File: src/rtl/core_pkg.sv
// Shared pipeline-control types and constants for the 5-stage core.
package core_pkg;

    localparam int REG_AW = 5;
    localparam int WCNT_W = 8;
    localparam logic [REG_AW-1:0] X0 = 5'd0;

    typedef enum logic [1:0] {
        RUN      = 2'd0,
        MEM_WAIT = 2'd1,
        ABORT    = 2'd2
    } hz_state_t;

endpackage

File: src/rtl/load_use_detect.sv
// Combinational load-use compare between the load in EX and the sources read in ID.
module load_use_detect
    import core_pkg::*;
(
    input  logic [REG_AW-1:0] rs1_id,
    input  logic [REG_AW-1:0] rs2_id,
    input  logic              rs1_used_id,
    input  logic              rs2_used_id,
    input  logic [REG_AW-1:0] rd_ex,
    input  logic              mem_read_ex,
    output logic              load_use
);

    logic rs1_hit;
    logic rs2_hit;

    assign rs1_hit  = rs1_used_id && (rs1_id == rd_ex);
    assign rs2_hit  = rs2_used_id && (rs2_id == rd_ex);
    // Writes to x0 are discarded, so a load targeting x0 never creates a hazard.
    assign load_use = mem_read_ex && (rd_ex != X0) && (rs1_hit || rs2_hit);

endmodule

File: src/rtl/hazard_stall_ctrl.sv
// Pipeline stall/flush sequencer: load-use, EX redirect and data-memory wait/timeout.
// Define HAZARD_PERF_CNT_EN to build the stall/flush performance counters.
module hazard_stall_ctrl
    import core_pkg::*;
#(
    parameter int MEM_TIMEOUT = 16,
    parameter int CNT_W       = 32
) (
    input  logic              clk,
    input  logic              rst,
    input  logic [REG_AW-1:0] rs1_id,
    input  logic [REG_AW-1:0] rs2_id,
    input  logic              rs1_used_id,
    input  logic              rs2_used_id,
    input  logic [REG_AW-1:0] rd_ex,
    input  logic              mem_read_ex,
    input  logic              redirect_ex,
    input  logic              mem_read_mem,
    input  logic              mem_write_mem,
    input  logic              dmem_ready,
    output logic              pc_en,
    output logic              if_id_en,
    output logic              id_ex_en,
    output logic              ex_mem_en,
    output logic              mem_wb_en,
    output logic              if_id_flush,
    output logic              id_ex_flush,
    output logic              ex_mem_flush,
    output logic              mem_wb_flush,
    output logic              dmem_timeout,
    output logic [CNT_W-1:0]  stall_cycles,
    output logic [CNT_W-1:0]  flush_events
);

    localparam logic [WCNT_W-1:0] WAIT_LAST = WCNT_W'(MEM_TIMEOUT - 1);

    hz_state_t         state_reg, state_next;
    logic [WCNT_W-1:0] wcnt_reg, wcnt_next;
    logic              load_use;
    logic              mem_busy;
    logic              any_flush;

    load_use_detect u_load_use_detect (
        .rs1_id      (rs1_id),
        .rs2_id      (rs2_id),
        .rs1_used_id (rs1_used_id),
        .rs2_used_id (rs2_used_id),
        .rd_ex       (rd_ex),
        .mem_read_ex (mem_read_ex),
        .load_use    (load_use)
    );

    assign mem_busy = (mem_read_mem || mem_write_mem) && !dmem_ready;

    always_ff @(posedge clk or posedge rst) begin
        if (rst) begin
            state_reg <= RUN;
            wcnt_reg  <= '0;
        end else begin
            state_reg <= state_next;
            wcnt_reg  <= wcnt_next;
        end
    end

    always_comb begin
        state_next = state_reg;
        wcnt_next  = wcnt_reg;
        case (state_reg)
            RUN: begin
                if (mem_busy) begin
                    state_next = MEM_WAIT;
                    wcnt_next  = WCNT_W'(1);
                end
            end
            MEM_WAIT: begin
                if (dmem_ready) begin
                    state_next = RUN;
                    wcnt_next  = '0;
                end else if (wcnt_reg == WAIT_LAST) begin
                    state_next = ABORT;
                end else begin
                    wcnt_next = wcnt_reg + WCNT_W'(1);
                end
            end
            // A dmem_ready arriving here is deliberately ignored.
            ABORT: begin
                state_next = RUN;
                wcnt_next  = '0;
            end
            default: begin
                state_next = RUN;
                wcnt_next  = '0;
            end
        endcase
    end

    always_comb begin
        pc_en        = 1'b1;
        if_id_en     = 1'b1;
        id_ex_en     = 1'b1;
        ex_mem_en    = 1'b1;
        mem_wb_en    = 1'b1;
        if_id_flush  = 1'b0;
        id_ex_flush  = 1'b0;
        ex_mem_flush = 1'b0;
        mem_wb_flush = 1'b0;
        dmem_timeout = 1'b0;
        if (rst) begin
            pc_en     = 1'b0;
            if_id_en  = 1'b0;
            id_ex_en  = 1'b0;
            ex_mem_en = 1'b0;
            mem_wb_en = 1'b0;
        end else if (state_reg == ABORT) begin
            // PC keeps advancing; the trap redirect is injected upstream.
            if_id_flush  = 1'b1;
            id_ex_flush  = 1'b1;
            ex_mem_flush = 1'b1;
            mem_wb_flush = 1'b1;
            dmem_timeout = 1'b1;
        end else if (mem_busy) begin
            // Freeze everything up to MEM; redirect and load-use wait for release.
            pc_en        = 1'b0;
            if_id_en     = 1'b0;
            id_ex_en     = 1'b0;
            ex_mem_en    = 1'b0;
            mem_wb_flush = 1'b1;
        end else if (redirect_ex) begin
            if_id_flush = 1'b1;
            id_ex_flush = 1'b1;
        end else if (load_use) begin
            pc_en       = 1'b0;
            if_id_en    = 1'b0;
            id_ex_flush = 1'b1;
        end
    end

    assign any_flush = if_id_flush || id_ex_flush || ex_mem_flush || mem_wb_flush;

`ifdef HAZARD_PERF_CNT_EN
    logic [CNT_W-1:0] stall_cnt_reg;
    logic [CNT_W-1:0] flush_cnt_reg;

    always_ff @(posedge clk or posedge rst) begin
        if (rst) begin
            stall_cnt_reg <= '0;
            flush_cnt_reg <= '0;
        end else begin
            if (!pc_en) begin
                stall_cnt_reg <= stall_cnt_reg + CNT_W'(1);
            end
            if (any_flush) begin
                flush_cnt_reg <= flush_cnt_reg + CNT_W'(1);
            end
        end
    end

    assign stall_cycles = stall_cnt_reg;
    assign flush_events = flush_cnt_reg;
`else
    logic unused_flush;
    assign unused_flush = any_flush;
    assign stall_cycles = '0;
    assign flush_events = '0;
`endif

endmodule

File: config.mk
export PLATFORM = sky130hd
export DESIGN_NAME = hazard_stall_ctrl
export DESIGN_NICKNAME = d
export VERILOG_FILES = /design/src/rtl/core_pkg.sv /design/src/rtl/load_use_detect.sv /design/src/rtl/hazard_stall_ctrl.sv
export SDC_FILE = /design/constraint.sdc
export NUM_CORES = 1
export LEC_CHECK = 0
export ABC_AREA = 1
export BUFFER_PORTS_ARGS = -buffer_cell sky130_fd_sc_hd__buf_2
export CAP_MARGIN = 20
export CELL_PAD_IN_SITES_DETAIL_PLACEMENT = 1
export CELL_PAD_IN_SITES_GLOBAL_PLACEMENT = 2
export CORE_AREA = 2 2 85 87
export CTS_CLUSTER_SIZE = 16
export DETAILED_ROUTE_END_ITERATION = 8
export DIE_AREA = 0 0 87 89
export GPL_TIMING_DRIVEN = 0
export PLACE_DENSITY_LB_ADDON = 0.1
export SYNTH_ARGS = -nofsm -noshare
export SYNTH_HDL_FRONTEND = slang
export SYNTH_SLANG_ARGS = --single-unit
File: constraint.sdc
create_clock -name clk -period 2.3 [get_ports clk]
set_input_delay 0.115 -clock clk [delete_from_list [all_inputs] [get_ports clk]]
set_output_delay 0.115 -clock clk [all_outputs]
set_load 0.05 [all_outputs]
==> results of run 1 <==
## per-layer routing
layer  GRT usage, %  vias up
met1           11.7      581
met2           15.8       46
met5              0        -
met3           1.85        5
li1               -      724
met4           2.56        0
## kinds of logic after synthesis
logic type | after synthesis
buffers and inverters | 92
and+or+nand+nor | 91
AOI/OAI and AO/OA | 14
DFF | 10
xor gates and xnor gates | 2
adders and majority gates | 1
other | 1
## worst min-delay path, stage by stage
cell	delay (ns)
buf_2	0.11
nor2_1	0.05
nand3_1	0.07
nand2_1	0.05
## metrics by stage
stage | cell area, um2 | total power [mW]
floorplan | 1640 | 0.777
global placement | 1910 | 0.869
detailed placement | 1910 | 0.872
CTS | 1960 | 1.07
global route | 1960 | 1.14
finish | 1960 | 1.06
## power groups by stage
stage	Combinational (mW)	Clock, mW	Sequential [mW]
detailed placement	0.635	0	0.237
global placement	0.634	0	0.236
finish	0.638	0.192	0.234
CTS	0.639	0.197	0.234
global route	0.693	0.207	0.237
floorplan	0.547	0	0.230
## final cells by class
| class | count | area (um2) | area share [%] |
|---|---|---|---|
| buffer | 67 | 503 | 25.7 |
| clock buffer | 3 | 41.3 | 2.11 |
| inverter | 25 | 93.8 | 4.79 |
| multi-input combinational | 172 | 795 | 40.6 |
| sequential | 10 | 250 | 12.8 |
| tap | 80 | 100 | 5.11 |
| timing repair buffer | 34 | 175 | 8.95 |
## worst paths after layout
path	end	slack, ns	depth (start not counted)
max reg2reg	wcnt_reg[0]	0.89	6
min reg2reg	wcnt_reg[7]	0.57	2
min	wcnt_reg[3]	0.18	4
max	pc_en	0.45	8
min in group asynchronous	wcnt_reg[2]	0.47	3
max in group asynchronous	wcnt_reg[1]	1.51	3
## layout by cell type (no fill, tap or decap), drive strengths merged
master,n
buf,100
conb,64
nand2,48
inv,25
nor2,20
nand3,14
dfrtp,10
o21ai,9
nand4,6
a21oi,3
clkbuf,3
nor3,2
xor2,2
a21boi,1
o21a,1
or2,1
ha,1
dlygate4sd3,1
## timing repair
action | 4_1_cts | 5_1_grt
endpoints found under the hold margin | 10 | 0
buffers inserted | 0 | 0
hold buffers | 1 | 0
==> run summary, run 1 <==
Post-synthesis mux area share: 0%
Largest stage delay, worst path: 0.39 ns
Worst hold margin: 0.181 ns
Most used cell, CP: nor2_2
Clock slew at reported path FFs: 0.05 ns
Worst EP arrival: 1.74 ns
Ys async rst share: 100%
Via-to-Cell Ratio: 3.47
Layout Utilization: 29.1%
Final net count: 338
Peak Freq: 540 MHz
Slowest CP cell: dfrtp_1
Xor and xnor area share after synthesis: 1.25%
Crit path time final: 1.85 ns
Max Cap Viol: 0
Compound-Gate Fraction of Synth Area: 6.68%
Final Max Slew Viols: 0
Crit-path cells: inv_1, nor2_2, nor2_1, nor2_2, o21ai_2, nand2_1, buf_4, buf_2
Worst path required time: 2.18 ns
Distinct cells, synth: 24
WS Path Type: flip-flop to output pin
Startpoint Class: flip-flop
Initial Util: 20.9%
Beginning of the worst hold path: dmem_ready
GRT Util Overall: 9.19%
Die Ht: 89 um
Element type at the critical path end: output pin
Ys Warns: 0
First-pass GRT wire length: 5710 um
Initial antenna violation count: 0
Seq/Total Area, Yosys: 17.8%
HP Class: input pin to flip-flop
Worst path bufs/invs: 3
PwrDens: 543 nW/um2
First drt pass iteration count: 4
Status: completed
DRT Wirelength: 3600 um
Final period util: 80.4%
CTS Buffer Depth: 2
GRT overflow: 0
Simple-Gate Fraction of Synth Area: 30.6%
RSZ-0062 raised after global routing: false
Via count: 1356
Delay-heaviest family, CP: simple AND/OR/NAND/NOR gates
Worst setup path startpoint: state_reg[1]
Final Hold Fails: 0
DIE WIDTH: 87 um
Gate power share: 60.0%
Layout cell share with drive strength beyond 1: 38.6%
Post-Syn Instances: 211
Number of clock sinks: 10
Core ar.: 6720 um2
Peak fanout along the critical path: 5
H-tree levels: 1
CTS tree: yes
WL/cell: 9.21 um
Part of the power in registers: 22.0%
Gpl congestion: 0.709
Metal2 WL: 1760 um
Top routing layer in use: met4
Post-place setup slack: 0.689 ns
Synth top cells by count: 67 x buf_4, 44 x nand2_1, 23 x inv_1
Placed cells: 387
Clk network pwr share: 18.0%
I/O pin cnt: 98
Port Buffers: 33
Adder-Cell Fraction of Synth Area: 0.890%
Area delta synth->final: 39.4%
Final cell count without fillers: 391
Post-route setup slack: 0.450 ns
Metal3 WL: 252 um
Top cells by area, synth: buf_4 36%, dfrtp_1 18%, nand2_1 12%
CTS buffer count: 3
Clock root buffer: clkbuf_8
Switch Pwr: 0.566 mW
Dpl hpwl: 3120 um
Final setup vio count: 0
EDFF count, synth: 0
Diode count: 0
Combinational family with the most area after synthesis: buffers and inverters
FILL cells: 923
Skew-Pair Late Insertion Delay: 0.24 ns
Primary FF master, synth: dfrtp_1
Iter 0 DRT Violations: 24
Row Count: 30
Pin count of the biggest net entering global routing: 12
# DRC: 0
Met1 WL: 1550 um
Post-synthesis cell area: 1410 um2
Max reg flops: 8
PostCTS Resize Cnt: 0
Peak supply drop: 0.317 mV
Worst r2r src: wcnt_reg[0]
Final ANT Viol Nets: 0
Worst Skew: 0.00626 ns
Synth area leader: buf_4
Number of global-route vias before repair: 1218
Mapped Avg Cell Area: 6.66 um2
Die area: 7740 um2
Setup TNS: 0 ns
Count leader, synth: buf_4
Synth Register Bits: 10
Synth top area share: 35.8%
Switching Share: 53.2%
Lkg Pwr: 1.23 nW
Int Power: 0.498 mW
Power figures use the tool's default switching activity.
==> inputs of run 2 (changes only) <==
--- a/config.mk
+++ b/config.mk
@@ -5,15 +5,15 @@
 export SDC_FILE = /design/constraint.sdc
 export NUM_CORES = 1
 export LEC_CHECK = 0
-export ABC_AREA = 1
+export ABC_AREA = 0
 export BUFFER_PORTS_ARGS = -buffer_cell sky130_fd_sc_hd__buf_2
 export CAP_MARGIN = 20
 export CELL_PAD_IN_SITES_DETAIL_PLACEMENT = 1
 export CELL_PAD_IN_SITES_GLOBAL_PLACEMENT = 2
-export CORE_AREA = 2 2 85 87
+export CORE_AREA = 2 2 84 86
 export CTS_CLUSTER_SIZE = 16
 export DETAILED_ROUTE_END_ITERATION = 8
-export DIE_AREA = 0 0 87 89
+export DIE_AREA = 0 0 86 88
 export GPL_TIMING_DRIVEN = 0
 export PLACE_DENSITY_LB_ADDON = 0.1
 export SYNTH_ARGS = -nofsm -noshare
==> constraint.sdc (replaced) <==
create_clock -name clk -period 1.85 [get_ports clk]
set_input_delay 0.0925 -clock clk [delete_from_list [all_inputs] [get_ports clk]]
set_output_delay 0.0925 -clock clk [all_outputs]
set_load 0.05 [all_outputs]
==> run summary, run 2 <==
Most frequent cells in the layout: 68 x buf_4, 64 x conb_1, 29 x buf_2, 10 x xnor2_1, 10 x dfrtp_1
Die area: 7570 um2 (-2.3%)
Iter 0 DRT Violations: 11 (-54%)
CTS buffer count: 3 (unchanged)
Die Ht: 88 um (-1.1%)
CTS Buffer Depth: 2 (unchanged)
Compound-Gate Fraction of Synth Area: 14.4% (+7.7 points)
Reg2reg path depth: 5 (-1)
Status: completed
PwrDens: 565 nW/um2 (+4.0%)
Combinational family with the most area after synthesis: buffers and inverters
Number of global-route vias before repair: 979 (-20%)
# DRC: 0 (unchanged)
Clock slew at reported path FFs: 0.05 ns (about the same)
Initial antenna violation count: 0 (unchanged)
H-tree levels: 1 (unchanged)
Worst path required time: 1.76 ns (-0.42 ns)
Startpoint Class: flip-flop
Max reg flops: 8 (unchanged)
Post-synthesis mux area share: 0% (unchanged)
Ys async rst share: 100% (unchanged)
Setup TNS: 0 ns (unchanged)
RSZ-0062 raised after global routing: false
Final ANT Viol Nets: 0 (unchanged)
WL/cell: 9.06 um (-1.6%)
Crit path time final: 1.70 ns
Final Hold Fails: 0 (unchanged)
Skew-Pair Late Insertion Delay: 0.23 ns (about the same)
Slew HR: 58.6%
Synth top cells by count: 67 x buf_4, 10 x dfrtp_1, 10 x xnor2_1
Seq/Total Area, Yosys: 20.1% (+2.3 points)
Xor and xnor area share after synthesis: 7.03% (+5.8 points)
Row Count: 30 (unchanged)
Synth Register Bits: 10 (unchanged)
Worst EP arrival: 1.61 ns (-0.13 ns)
Dpl hpwl: 2650 um (-15%)
Layout cell share with drive strength beyond 1: 44.3% (+5.7 points)
DRT Wirelength: 3030 um (-16%)
Max Cap Viol: 0 (unchanged)
Hold path depth: 2 (-2)
Via count: 1149 (-15%)
Worst-margin pin slew: 0.616 ns
WS Path Type: flip-flop to output pin
Final Max Slew Viols: 0 (unchanged)
Diode count: 0 (unchanged)
GRT Util Overall: 7.49% (-1.7 points)
Final setup vio count: 0 (unchanged)
Post-synthesis cell area: 1250 um2 (-11%)
Post-Syn Instances: 155 (-27%)
EDFF count, synth: 0 (unchanged)
Number of clock sinks: 10 (unchanged)
HP Class: input pin to flip-flop
Peak fanout along the critical path: 10 (+5)
Commonest non-fill, non-tap cell in the layout: buf_4
First drt pass iteration count: 2 (-2)
Pin count of the biggest net entering global routing: 12 (unchanged)
Post-CTS Setup Bufs: 0 (unchanged)
Peak supply drop: 0.135 mV (-57%)
Ys Warns: 0 (unchanged)
Primary FF master, synth: dfrtp_1
CTS tree: yes
Top cells by area, synth: buf_4 40%, dfrtp_1 20%, xnor2_1 7.0%
Port Buffers: 33 (unchanged)
Count leader, synth: buf_4
Mapped Avg Cell Area: 8.04 um2 (+21%)
Synth top area share: 40.4% (+4.6 points)
Clock root buffer: clkbuf_8
Adder-Cell Fraction of Synth Area: 1.00% (+0.11 points)
Area delta synth->final: 47.7%
GRT overflow: 0 (unchanged)
Element type at the critical path end: output pin
Via-to-Cell Ratio: 3.43 (-1.1%)
Worst Skew: 0.000420 ns (-0.00584 ns)
DIE WIDTH: 86 um (-1.1%)
Simple-Gate Fraction of Synth Area: 15.0% (-16 points)
Core ar.: 6640 um2 (-1.1%)
Peak Freq: 587 MHz
Gpl congestion: 0.667 (-6.0%)
First-pass GRT wire length: 4570 um (-20%)
Worst hold margin: 0.0988 ns (-0.0827 ns)
Synth area leader: buf_4
I/O pin cnt: 98 (unchanged)
Lkg Pwr: 1.04 nW (-16%)
Initial Util: 18.8% (-2.2 points)
Distinct cells, synth: 34 (+42%)
Final net count: 282 (-17%)
Final period util: 92.1%
run 2: cell count changes after synthesis, moves of 4 or more:
cell	delta
nor2_1	-10
a21oi_1	+4
xnor2_1	+10
o21ai_2	-5
o21ai_0	+4
nand2_1	-40
inv_1	-20
nand3_1	-9
run 2: logic make-up (layout without fill, tap and decap cells):
logic type / count (synthesis) / after routing
compound gates: 28 / 28
xor+xnor: 10 / 10
fa+ha+maj: 1 / 1
buf+inv: 73 / 110
flops: 10 / 10
other cells: 1 / 64
simple gates: 32 / 32
run 2: what timing repair did:
action	CTS	global route
endpoints found under the setup margin	1	4
pin swaps	0	1
hold endpoints to repair	10	0
hold buffers	1	0
gates resized for setup	1	8
run 2: area by class of cell:
type | instances | area, um2
plain buffers | 70 | 518
fillers | 829 | 4800
repair buffers | 34 | 189
inverters | 3 | 11.3
well taps | 80 | 100
clock buffers | 3 | 41.3
multi-input cells | 135 | 731
flip-flops and latches | 10 | 250
run 2: worst paths after layout:
check	from	endpoint	slack (ns)
setup / recovery	state_reg[0]	pc_en	0.15
hold / removal	dmem_ready	state_reg[0]	0.1
setup reg to reg	state_reg[1]	wcnt_reg[6]	0.27
hold reg to reg	wcnt_reg[6]	wcnt_reg[6]	0.52
max in group asynchronous	rst	wcnt_reg[6]	1.09
min in group asynchronous	rst	wcnt_reg[0]	0.45
run 2: power by group:
group | leakage, nW | internal (mW) | switching, mW | total, mW
registers | 0.135 | 0.228 | 0.00978 | 0.238
clock network | 0.0216 | 0.142 | 0.0820 | 0.224
logic | 0.883 | 0.171 | 0.408 | 0.578
total | 1.04 | 0.541 | 0.499 | 1.04
run 2: critical path: stages (launching register included):
cell,delay (ns)
dfrtp_1,0.36
clkbuf_4,0.18
nand2b_4,0.15
a21o_1,0.22
a31oi_4,0.18
buf_4,0.14
buf_6,0.14
run 2: stage by stage:
step                std cells  power [mW]  utilization, %  setup slack (ns)  instance area, um2
floorplan                 218       0.742               -            0.0155                1490
detailed placement        331       0.803            26.4             0.174                1760
finish                    335        1.04            27.7             0.146                1840
global route              335        1.10            27.7            0.0295                1840
global placement          331       0.804            26.4             0.160                1760
CTS                       335        1.04            27.3            0.0368                1810
run 2: per-layer routing:
metal,track usage [%],vias up,part of all wire [%]
li1,-,593,-
met1,9.31,498,41
met2,12.3,56,48
met3,3.11,2,11
met4,1.30,0,0.46
met5,0,-,0
